`config.mk`:
```
export PLATFORM = sky130hd
export DESIGN_NAME = map_flow_lookup_flat
export DESIGN_NICKNAME = d
export VERILOG_FILES = /design/src/rtl/map_flow_lookup_pkg.sv /design/src/rtl/map_flow_lookup_if.sv /design/src/rtl/map_flow_table.sv /design/src/rtl/map_flow_lookup.sv /design/src/flat_wrapper.sv
export SDC_FILE = /design/constraint.sdc
export NUM_CORES = 2
export LEC_CHECK = 0
export CORE_UTILIZATION = 36
export DETAILED_ROUTE_END_ITERATION = 12
export GPL_TIMING_DRIVEN = 0
export MAX_ROUTING_LAYER = met4
export PLACE_DENSITY = 0.62
export RECOVER_POWER = 25
export SYNTH_ARGS = -nofsm -noshare
export SYNTH_HDL_FRONTEND = slang
export SYNTH_HIERARCHICAL = 1
export SYNTH_SLANG_ARGS = --single-unit
```
`constraint.sdc`:
```
create_clock -name i_clk -period 27 [get_ports i_clk]
set_clock_uncertainty 0.1 [all_clocks]
set_input_delay 6.75 -clock i_clk [delete_from_list [all_inputs] [get_ports i_clk]]
set_output_delay 6.75 -clock i_clk [all_outputs]
set_load 0.005 [all_outputs]
```
`src/rtl/map_flow_lookup_pkg.sv`:
```
// Shared widths, key layout, table entry format and FSM encoding for the flow lookup block.
// No logic; types and constants only.
// Consumers import with map_flow_lookup_pkg::*.
package map_flow_lookup_pkg;

  // Datapath widths
  localparam int KEY_W    = 104;
  localparam int FLOWID_W = 14;
  localparam int BUFID_W  = 9;
  localparam int DMAC_W   = 48;
  localparam int DROP_W   = 16;

  // 5-tuple field placement inside the key
  localparam int PROTO_LSB = 96;
  localparam int SIP_LSB   = 64;
  localparam int DIP_LSB   = 32;
  localparam int SPORT_LSB = 16;
  localparam int DPORT_LSB = 0;
  localparam int PROTO_W   = 8;
  localparam int IP_W      = 32;
  localparam int PORT_W    = 16;

  typedef logic [KEY_W-1:0]    key_t;
  typedef logic [FLOWID_W-1:0] flowid_t;
  typedef logic [BUFID_W-1:0]  bufid_t;
  typedef logic [DMAC_W-1:0]   dmac_t;
  typedef logic [DROP_W-1:0]   drop_cnt_t;

  // One mapping table entry
  typedef struct packed {
    logic    valid;
    key_t    key;
    flowid_t flowid;
  } tbl_entry_t;

  // Lookup FSM encoding
  typedef enum logic [1:0] {
    ST_IDLE   = 2'd0,
    ST_SEARCH = 2'd1,
    ST_OUTPUT = 2'd2
  } lookup_st_e;

  // Assemble a key from its 5-tuple fields
  function automatic key_t make_key(input logic [PROTO_W-1:0] proto,
                                    input logic [IP_W-1:0]    sip,
                                    input logic [IP_W-1:0]    dip,
                                    input logic [PORT_W-1:0]  sport,
                                    input logic [PORT_W-1:0]  dport);
    key_t k;
    k = '0;
    k[PROTO_LSB +: PROTO_W] = proto;
    k[SIP_LSB   +: IP_W]    = sip;
    k[DIP_LSB   +: IP_W]    = dip;
    k[SPORT_LSB +: PORT_W]  = sport;
    k[DPORT_LSB +: PORT_W]  = dport;
    return k;
  endfunction

endpackage

```
`src/rtl/map_flow_lookup_if.sv`:
```
// Bundles the key request, table config and lookup result signals of the flow lookup block.
// No latency; wiring only.
// No backpressure: key and config are strobes, result is a single-cycle strobe.
interface map_flow_lookup_if #(
  parameter int ENTRY_NUM = 8
);
  import map_flow_lookup_pkg::*;

  localparam int ADDR_W = $clog2(ENTRY_NUM);

  // Key request
  key_t               iv_5tuple_data;
  logic               i_5tuple_data_wr;
  dmac_t              iv_dmac;
  bufid_t             iv_bufid;
  logic               i_tcp_or_udp_flag;

  // Table configuration
  logic               i_cfg_wr;
  logic [ADDR_W-1:0]  iv_cfg_addr;
  key_t               iv_cfg_key;
  flowid_t            iv_cfg_flowid;
  logic               i_cfg_valid;

  // Lookup result
  flowid_t            ov_flowid;
  logic               o_hit;
  dmac_t              ov_dmac;
  bufid_t             ov_bufid;
  logic               o_lookup_wr;
  drop_cnt_t          ov_drop_cnt;

  // Requester / configurator side
  modport master (
    output iv_5tuple_data, i_5tuple_data_wr, iv_dmac, iv_bufid, i_tcp_or_udp_flag,
    output i_cfg_wr, iv_cfg_addr, iv_cfg_key, iv_cfg_flowid, i_cfg_valid,
    input  ov_flowid, o_hit, ov_dmac, ov_bufid, o_lookup_wr, ov_drop_cnt
  );

  // Lookup engine side
  modport slave (
    input  iv_5tuple_data, i_5tuple_data_wr, iv_dmac, iv_bufid, i_tcp_or_udp_flag,
    input  i_cfg_wr, iv_cfg_addr, iv_cfg_key, iv_cfg_flowid, i_cfg_valid,
    output ov_flowid, o_hit, ov_dmac, ov_bufid, o_lookup_wr, ov_drop_cnt
  );

endinterface

```
`src/rtl/map_flow_table.sv`:
```
// Register-based flow mapping table with one config write port and one indexed read port.
// Write lands on the edge after cfg_wr; read is combinational from the registered entries.
// No backpressure: writes accepted every cycle, including during a search.
module map_flow_table
  import map_flow_lookup_pkg::*;
#(
  parameter int ENTRY_NUM = 8,
  parameter int ADDR_W    = $clog2(ENTRY_NUM)
) (
  input  logic              i_clk,
  input  logic              i_rst,
  input  logic              cfg_wr,
  input  logic [ADDR_W-1:0] cfg_addr,
  input  key_t              cfg_key,
  input  flowid_t           cfg_flowid,
  input  logic              cfg_valid,
  input  logic [ADDR_W-1:0] rd_idx,
  output tbl_entry_t        rd_entry
);

  tbl_entry_t entry_q [ENTRY_NUM];

  // Entry storage: reset wipes every entry, otherwise a config strobe overwrites one entry
  always_ff @(posedge i_clk) begin
    if (i_rst) begin
      for (int i = 0; i < ENTRY_NUM; i++) begin
        entry_q[i] <= '0;
      end
    end else if (cfg_wr) begin
      entry_q[cfg_addr] <= '{valid: cfg_valid, key: cfg_key, flowid: cfg_flowid};
    end
  end

  // A compare in the write cycle sees the pre-write contents
  assign rd_entry = entry_q[rd_idx];

endmodule

```
`src/rtl/map_flow_lookup.sv`:
```
// 5-tuple to TSN flow id lookup: sequential scan of the mapping table, lowest matching index wins.
// Result strobe ENTRY_NUM+1 cycles after the key strobe, fixed for hit, miss and non-TCP/UDP keys.
// One lookup in flight; keys arriving while busy are dropped and counted (saturating).
module map_flow_lookup
  import map_flow_lookup_pkg::*;
#(
  parameter int ENTRY_NUM = 8
) (
  input logic               i_clk,
  input logic               i_rst,
  map_flow_lookup_if.slave  bus
);

  localparam int ADDR_W = $clog2(ENTRY_NUM);
  localparam logic [ADDR_W-1:0] LAST_IDX = ADDR_W'(ENTRY_NUM - 1);

  lookup_st_e        st_q, st_d;
  logic [ADDR_W-1:0] idx_q;
  key_t              key_dat_q;
  dmac_t             dmac_dat_q;
  bufid_t            bufid_dat_q;
  logic              flag_q;
  logic              hit_q;
  flowid_t           hit_flowid_q;

  tbl_entry_t        rd_entry;
  logic              last_idx;
  logic              cmp_match;
  logic              key_accept;
  logic              key_drop;
  logic              result_vld;
  logic              final_hit;
  flowid_t           final_flowid;

  flowid_t           flowid_q;
  logic              o_hit_q;
  dmac_t             dmac_out_q;
  bufid_t            bufid_out_q;
  logic              lookup_wr_q;
  drop_cnt_t         drop_cnt_q;

  map_flow_table #(
    .ENTRY_NUM (ENTRY_NUM),
    .ADDR_W    (ADDR_W)
  ) u_table (
    .i_clk      (i_clk),
    .i_rst      (i_rst),
    .cfg_wr     (bus.i_cfg_wr),
    .cfg_addr   (bus.iv_cfg_addr),
    .cfg_key    (bus.iv_cfg_key),
    .cfg_flowid (bus.iv_cfg_flowid),
    .cfg_valid  (bus.i_cfg_valid),
    .rd_idx     (idx_q),
    .rd_entry   (rd_entry)
  );

  assign last_idx   = (idx_q == LAST_IDX);
  // Non-TCP/UDP keys never match, but the scan still runs its full length
  assign cmp_match  = (st_q == ST_SEARCH) && rd_entry.valid && flag_q &&
                      (rd_entry.key == key_dat_q);
  assign result_vld = (st_q == ST_SEARCH) && last_idx;

  // The final compare happens in the same cycle the result is registered
  assign final_hit    = hit_q | cmp_match;
  assign final_flowid = hit_q     ? hit_flowid_q    :
                        cmp_match ? rd_entry.flowid : '0;

  // FSM state register
  always_ff @(posedge i_clk) begin
    if (i_rst) begin
      st_q <= ST_IDLE;
    end else begin
      st_q <= st_d;
    end
  end

  // FSM next state plus key accept/drop decode
  always_comb begin
    st_d       = st_q;
    key_accept = 1'b0;
    key_drop   = 1'b0;
    case (st_q)
      ST_IDLE: begin
        if (bus.i_5tuple_data_wr) begin
          key_accept = 1'b1;
          st_d       = ST_SEARCH;
        end
      end
      ST_SEARCH: begin
        key_drop = bus.i_5tuple_data_wr;
        if (last_idx) begin
          st_d = ST_OUTPUT;
        end
      end
      ST_OUTPUT: begin
        key_drop = bus.i_5tuple_data_wr;
        st_d     = ST_IDLE;
      end
      default: begin
        st_d = ST_IDLE;
      end
    endcase
  end

  // Request latches and scan index: loaded on accept, index advances every search cycle
  always_ff @(posedge i_clk) begin
    if (i_rst) begin
      idx_q       <= '0;
      key_dat_q   <= '0;
      dmac_dat_q  <= '0;
      bufid_dat_q <= '0;
      flag_q      <= 1'b0;
    end else if (key_accept) begin
      idx_q       <= '0;
      key_dat_q   <= bus.iv_5tuple_data;
      dmac_dat_q  <= bus.iv_dmac;
      bufid_dat_q <= bus.iv_bufid;
      flag_q      <= bus.i_tcp_or_udp_flag;
    end else if (st_q == ST_SEARCH) begin
      idx_q <= idx_q + ADDR_W'(1);
    end
  end

  // First-match capture: once set, later matching entries are ignored
  always_ff @(posedge i_clk) begin
    if (i_rst) begin
      hit_q        <= 1'b0;
      hit_flowid_q <= '0;
    end else if (key_accept) begin
      hit_q        <= 1'b0;
      hit_flowid_q <= '0;
    end else if (cmp_match && !hit_q) begin
      hit_q        <= 1'b1;
      hit_flowid_q <= rd_entry.flowid;
    end
  end

  // Result registers: strobe and hit for one cycle, data fields hold until the next result
  always_ff @(posedge i_clk) begin
    if (i_rst) begin
      lookup_wr_q <= 1'b0;
      o_hit_q     <= 1'b0;
      flowid_q    <= '0;
      dmac_out_q  <= '0;
      bufid_out_q <= '0;
    end else begin
      lookup_wr_q <= 1'b0;
      o_hit_q     <= 1'b0;
      if (result_vld) begin
        lookup_wr_q <= 1'b1;
        o_hit_q     <= final_hit;
        flowid_q    <= final_flowid;
        dmac_out_q  <= dmac_dat_q;
        bufid_out_q <= bufid_dat_q;
      end
    end
  end

  // Saturating count of keys discarded while a lookup is in flight
  always_ff @(posedge i_clk) begin
    if (i_rst) begin
      drop_cnt_q <= '0;
    end else if (key_drop && (drop_cnt_q != '1)) begin
      drop_cnt_q <= drop_cnt_q + DROP_W'(1);
    end
  end

  assign bus.o_lookup_wr = lookup_wr_q;
  assign bus.o_hit       = o_hit_q;
  assign bus.ov_flowid   = flowid_q;
  assign bus.ov_dmac     = dmac_out_q;
  assign bus.ov_bufid    = bufid_out_q;
  assign bus.ov_drop_cnt = drop_cnt_q;

endmodule

```
`src/flat_wrapper.sv`:
```
// flat-port wrapper written by rule: the top's interface ports become plain ports
module map_flow_lookup_flat import map_flow_lookup_pkg::*;
#(
  parameter int ENTRY_NUM = 8
)
  (i_clk, i_rst, bus_iv_5tuple_data, bus_i_5tuple_data_wr, bus_iv_dmac, bus_iv_bufid, bus_i_tcp_or_udp_flag, bus_i_cfg_wr, bus_iv_cfg_addr, bus_iv_cfg_key, bus_iv_cfg_flowid, bus_i_cfg_valid, bus_ov_flowid, bus_o_hit, bus_ov_dmac, bus_ov_bufid, bus_o_lookup_wr, bus_ov_drop_cnt);
  map_flow_lookup_if #(.ENTRY_NUM(ENTRY_NUM)) bus_i ();
  input logic i_clk;
  input logic i_rst;
  input wire logic [$bits(bus_i.iv_5tuple_data)-1:0] bus_iv_5tuple_data;
  input wire logic [$bits(bus_i.i_5tuple_data_wr)-1:0] bus_i_5tuple_data_wr;
  input wire logic [$bits(bus_i.iv_dmac)-1:0] bus_iv_dmac;
  input wire logic [$bits(bus_i.iv_bufid)-1:0] bus_iv_bufid;
  input wire logic [$bits(bus_i.i_tcp_or_udp_flag)-1:0] bus_i_tcp_or_udp_flag;
  input wire logic [$bits(bus_i.i_cfg_wr)-1:0] bus_i_cfg_wr;
  input wire logic [$bits(bus_i.iv_cfg_addr)-1:0] bus_iv_cfg_addr;
  input wire logic [$bits(bus_i.iv_cfg_key)-1:0] bus_iv_cfg_key;
  input wire logic [$bits(bus_i.iv_cfg_flowid)-1:0] bus_iv_cfg_flowid;
  input wire logic [$bits(bus_i.i_cfg_valid)-1:0] bus_i_cfg_valid;
  output wire logic [$bits(bus_i.ov_flowid)-1:0] bus_ov_flowid;
  output wire logic [$bits(bus_i.o_hit)-1:0] bus_o_hit;
  output wire logic [$bits(bus_i.ov_dmac)-1:0] bus_ov_dmac;
  output wire logic [$bits(bus_i.ov_bufid)-1:0] bus_ov_bufid;
  output wire logic [$bits(bus_i.o_lookup_wr)-1:0] bus_o_lookup_wr;
  output wire logic [$bits(bus_i.ov_drop_cnt)-1:0] bus_ov_drop_cnt;
  assign bus_i.iv_5tuple_data = bus_iv_5tuple_data;
  assign bus_i.i_5tuple_data_wr = bus_i_5tuple_data_wr;
  assign bus_i.iv_dmac = bus_iv_dmac;
  assign bus_i.iv_bufid = bus_iv_bufid;
  assign bus_i.i_tcp_or_udp_flag = bus_i_tcp_or_udp_flag;
  assign bus_i.i_cfg_wr = bus_i_cfg_wr;
  assign bus_i.iv_cfg_addr = bus_iv_cfg_addr;
  assign bus_i.iv_cfg_key = bus_iv_cfg_key;
  assign bus_i.iv_cfg_flowid = bus_iv_cfg_flowid;
  assign bus_i.i_cfg_valid = bus_i_cfg_valid;
  assign bus_ov_flowid = bus_i.ov_flowid;
  assign bus_o_hit = bus_i.o_hit;
  assign bus_ov_dmac = bus_i.ov_dmac;
  assign bus_ov_bufid = bus_i.ov_bufid;
  assign bus_o_lookup_wr = bus_i.o_lookup_wr;
  assign bus_ov_drop_cnt = bus_i.ov_drop_cnt;
  map_flow_lookup #(.ENTRY_NUM(ENTRY_NUM)) u_core (.i_clk(i_clk), .i_rst(i_rst), .bus(bus_i));
endmodule
```
==> impl_summary.md <==
Critical path
The biggest cell delay along the critical path is 1.12 ns. The critical path goes through dlygate4sd3_1, nand3b_1, clkbuf_1, clkbuf_1, buf_2, o21bai_4, buf_12, buf_16, buf_12. The worst register-to-register path ends at u_core/hit_flowid_q[11].

The critical path starts at i_rst. The number of cells on the critical path is 9. The number of buffers and inverters on the critical path is 7.

The startpoint type of the worst setup path is an input pin. In this run the worst path has a maximum fanout of 26. The worst setup path endpoint is u_core/u_table/entry_q[3][63]. The critical path is of the input pin to flip-flop type. The cell count of the worst reg-to-reg path is 11. The worst register-to-register path begins at u_core/idx_q[2]. The largest individual stage delay along the critical path comes from the cell clkbuf_1. For the worst setup path, the data arrival time is 11.76 ns. The worst path required time is 27.41 ns. STA classifies the critical path endpoint as a flip-flop.

The cell family with the largest share of critical-path delay is buffers and inverters. The reg2reg setup slack is 21.39 ns.

Finish
Once layout is complete, the cells apart from fillers number 6594. For this run, the post-layout net count is 4857. The post-route netlist has 12.8% of its cells at a drive strength greater than 1. The library cells used most frequently in the layout, excluding fill and tap cells, are 955 x nor3_1, 952 x edfxtp_1, 446 x nand2_1.

The growth of design area from synthesis to finish is 21.3%. The most common cell after layout, fill and taps aside is nor3_1.

Timing
The worst setup margin is 15.65 ns. Setup repair after global routing left no endpoint under its margin. Subtracting the final worst setup slack from the clock period gives 11.35 ns. The total of endpoints with negative setup slack in the final report is 0.

Of the available clock period, the critical path in the final layout requires 42.0%. The maximum clock frequency is 0.0881 GHz. Setup total negative slack on the finished layout was measured at 0 ns. The number of pins with negative max-slew slack in the final report is 35. The transition time of the tightest slew-check pin is 1.93 ns. The final hold violation count is 0. Headroom to the max-slew limit came out at -28.8%.

Drt
The highest metal layer carrying signal wires in the routed design is met4. After detailed routing, the met2 layer carries 81.1 mm of wire. The number of design-rule violations left by the first detailed-router iteration is 4421.

In this run the remaining antenna-violating nets after routing total 0. The detailed-route wire length is 180 mm. The first TritonRoute pass finished after 7 iterations. After detailed routing, the average wire length per cell comes to 27.3 um. The routed wire length on met3 is 23.2 mm.

The count of vias placed by the detailed router is 37300. In the final routing, the length of wire on met1 measures 71.1 mm. The average vias per placed instance is 5.66.

The detailed-route DRC error count is 0.

Clock network
Clock tree synthesis inserted a total of 132 buffers. In this run, post-CTS hold repair placed 0 buffers. The clock net in this run drives a total of 1223 sinks. The deepest clock path buffer count is 3. The clock transition at the registers of the reported paths is 0.06 ns. TritonCTS built the clock tree.

The post-CTS resize count is 0. The post-CTS setup buffer count is 0. At the later pin of the worst-skew pair, clock insertion delay measures 0.77 ns.

The count of H-tree levels built during CTS is 4. The tree is rooted in a clkbuf_16.

Floorplan
For this design the top-level I/O count stands at 377. The height of the die is 386 um. The placeable core region is 0.146 mm^2. The die covers 0.149 mm^2. For this configuration, the core starts out at a cell density of 36.4%. The die is 386 um wide.

Row generation in the floorplan step produced 140 rows.

Yosys
After synthesis, the share of flip-flops with an asynchronous set or reset is 0%. The synthesized net count is 4307. The number of instances in the synthesized netlist is 4013. The most area-hungry cell type in the Yosys netlist is edfxtp_1. In this run, synthesis produced a sequential element count of 1223. The distinct cell type count of the synthesized netlist is 49. The share of the synthesized area in the top cell type is 53.7%. The most used flip-flop cell after synthesis is edfxtp_1. Of the synthesized area, sequential elements account for 64.0%.

Dividing the synthesized area by the synthesized cell count gives 13.3 um^2. The area of the mapped netlist is 0.0532 mm^2. After synthesis, the cell types taking the most area are edfxtp_1 54%, dfxtp_1 10%, nor3_1 9.0%. The number of flops mapped to enable cells by yosys is 952. The number of synthesis warnings is 6.

Power
The worst-case IR drop observed on VDD is 0.0000616 V. The total leakage power is 20.1 nW. In this run the power density over the cells is 70.0 mW/mm^2.

Global route
The number of antenna violations at the first check in global routing is 10. The all-layer global routing usage is 24.6%. The pin count of the biggest net entering global routing is 27. The global-route wire length before repair is 256 mm. The via count of the first global-routing pass came to 36600. The total overflow left after global routing is 0.

Placement
Buffers placed on the I/O ports in this run total 376. Including well taps, the total number of placed cells is 6346. Detailed placement finished with a half-perimeter wire length of 127 mm. Routability-driven placement finished with a final weighted congestion of 0.904. The setup slack at placement is 15.80 ns.

Job
The tool flagged a number of max-cap violations equal to 3.

Hold path
The class of the worst hold path is flip-flop to flip-flop.

Run status
The run finished, with violations left. The checks that failed: capacitance limit, slew limit.
report_power, final:
part	leakage [nW]	total, mW	internal (mW)	switching (mW)
Sequential	11.3	2.17	2.14	0.0369
Combinational	6.70	0.541	0.210	0.332
Clock	2.08	1.80	1.04	0.758
tightest hold or removal path, stage by stage, from the launching register on:
cell and delay [ns]:
dfxtp_1 0.30, nand2_1 0.05, a21oi_1 0.05
Yosys cell counts (18+ instances only):
cell / count
xnor2_1: 108
edfxtp_1: 952
nand2_1: 446
nor2_1: 23
buf_1: 22
dfxtp_1: 271
nand4_1: 30
mux4_1: 85
nor3_1: 955
mux2_2: 119
clkbuf_1: 262
mux4_2: 153
buf_6: 18
clkinv_1: 119
a21oi_1: 236
buf_2: 47
per-stage QoR:
step	total power, mW	hold WS, ns	util [%]	area, um^2
final	4.51	0.349	44.2	64500
after global routing	4.64	0.365	44.2	64500
after CTS	4.54	0.347	44.2	64600
after detailed placement	2.75	0.344	41.3	60300
after global placement	2.75	0.337	40.6	59300
after floorplan	2.51	0.332	-	53200
state kept, by name (all words and copies together), names as in the netlist:
signal / flops
u_core/u_table/entry_q: 952
u_core/key_dat_q: 104
u_core/bus.ov_dmac: 48
u_core/dmac_dat_q: 48
u_core/bus.ov_drop_cnt: 16
u_core/bus.ov_flowid: 14
u_core/hit_flowid_q: 14
u_core/bufid_dat_q: 9
u_core/bus.ov_bufid: 9
u_core/idx_q: 3
u_core/st_q: 2
u_core/bus.o_hit: 1
u_core/bus.o_lookup_wr: 1
u_core/flag_q: 1
u_core/hit_q: 1
logic make-up (layout without fill, tap and decap cells):
kind of cell | count (synthesis) | in the layout | synth area share, %
buffers and inverters | 506 | 1162 | 4.36
AND/OR/NAND/NOR | 1506 | 1506 | 13.4
multiplexers | 361 | 361 | 13.3
AO/OA/AOI/OAI | 294 | 294 | 2.97
other | 0 | 8 | 0
adder cells (fa/ha/maj) | 6 | 6 | 0.141
XOR/XNOR | 117 | 117 | 1.93
flip-flops | 1223 | 1223 | 64.0
worst min-delay path by stage:
stage                                 from                     end  slack, ns  depth (start not counted)
floorplan            u_core/bufid_dat_q[0]  u_core/bus.ov_bufid[0]       0.33                          2
global placement     u_core/dmac_dat_q[24]  u_core/bus.ov_dmac[24]       0.34                          2
detailed placement   u_core/dmac_dat_q[23]  u_core/bus.ov_dmac[23]       0.34                          2
CTS                  u_core/dmac_dat_q[14]  u_core/bus.ov_dmac[14]       0.35                          2
global route         u_core/dmac_dat_q[14]  u_core/bus.ov_dmac[14]       0.37                          2
finish              u_core/bus.ov_dmac[35]  u_core/bus.ov_dmac[35]       0.35                          2
area by class of cell:
cell class                 instances  area (um^2)
antenna                            8         20.0
buffer                           369         1730
clock buffer                     189         3800
clock inverter                    51          480
fill                           13400        81600
inverter                         137          514
multi-input combinational       2284        16900
sequential                      1223        34000
tap                             1917         2400
timing repair buffer             416         4610
per-layer routing:
layer | track usage [%] | vias up
met5 | - | -
met4 | 6.99 | 0
met3 | 8.89 | 254
met2 | 36.2 | 2138
met1 | 31.7 | 18700
li1 | - | 16200
Note: power is estimated with default switching activity, not from simulation.
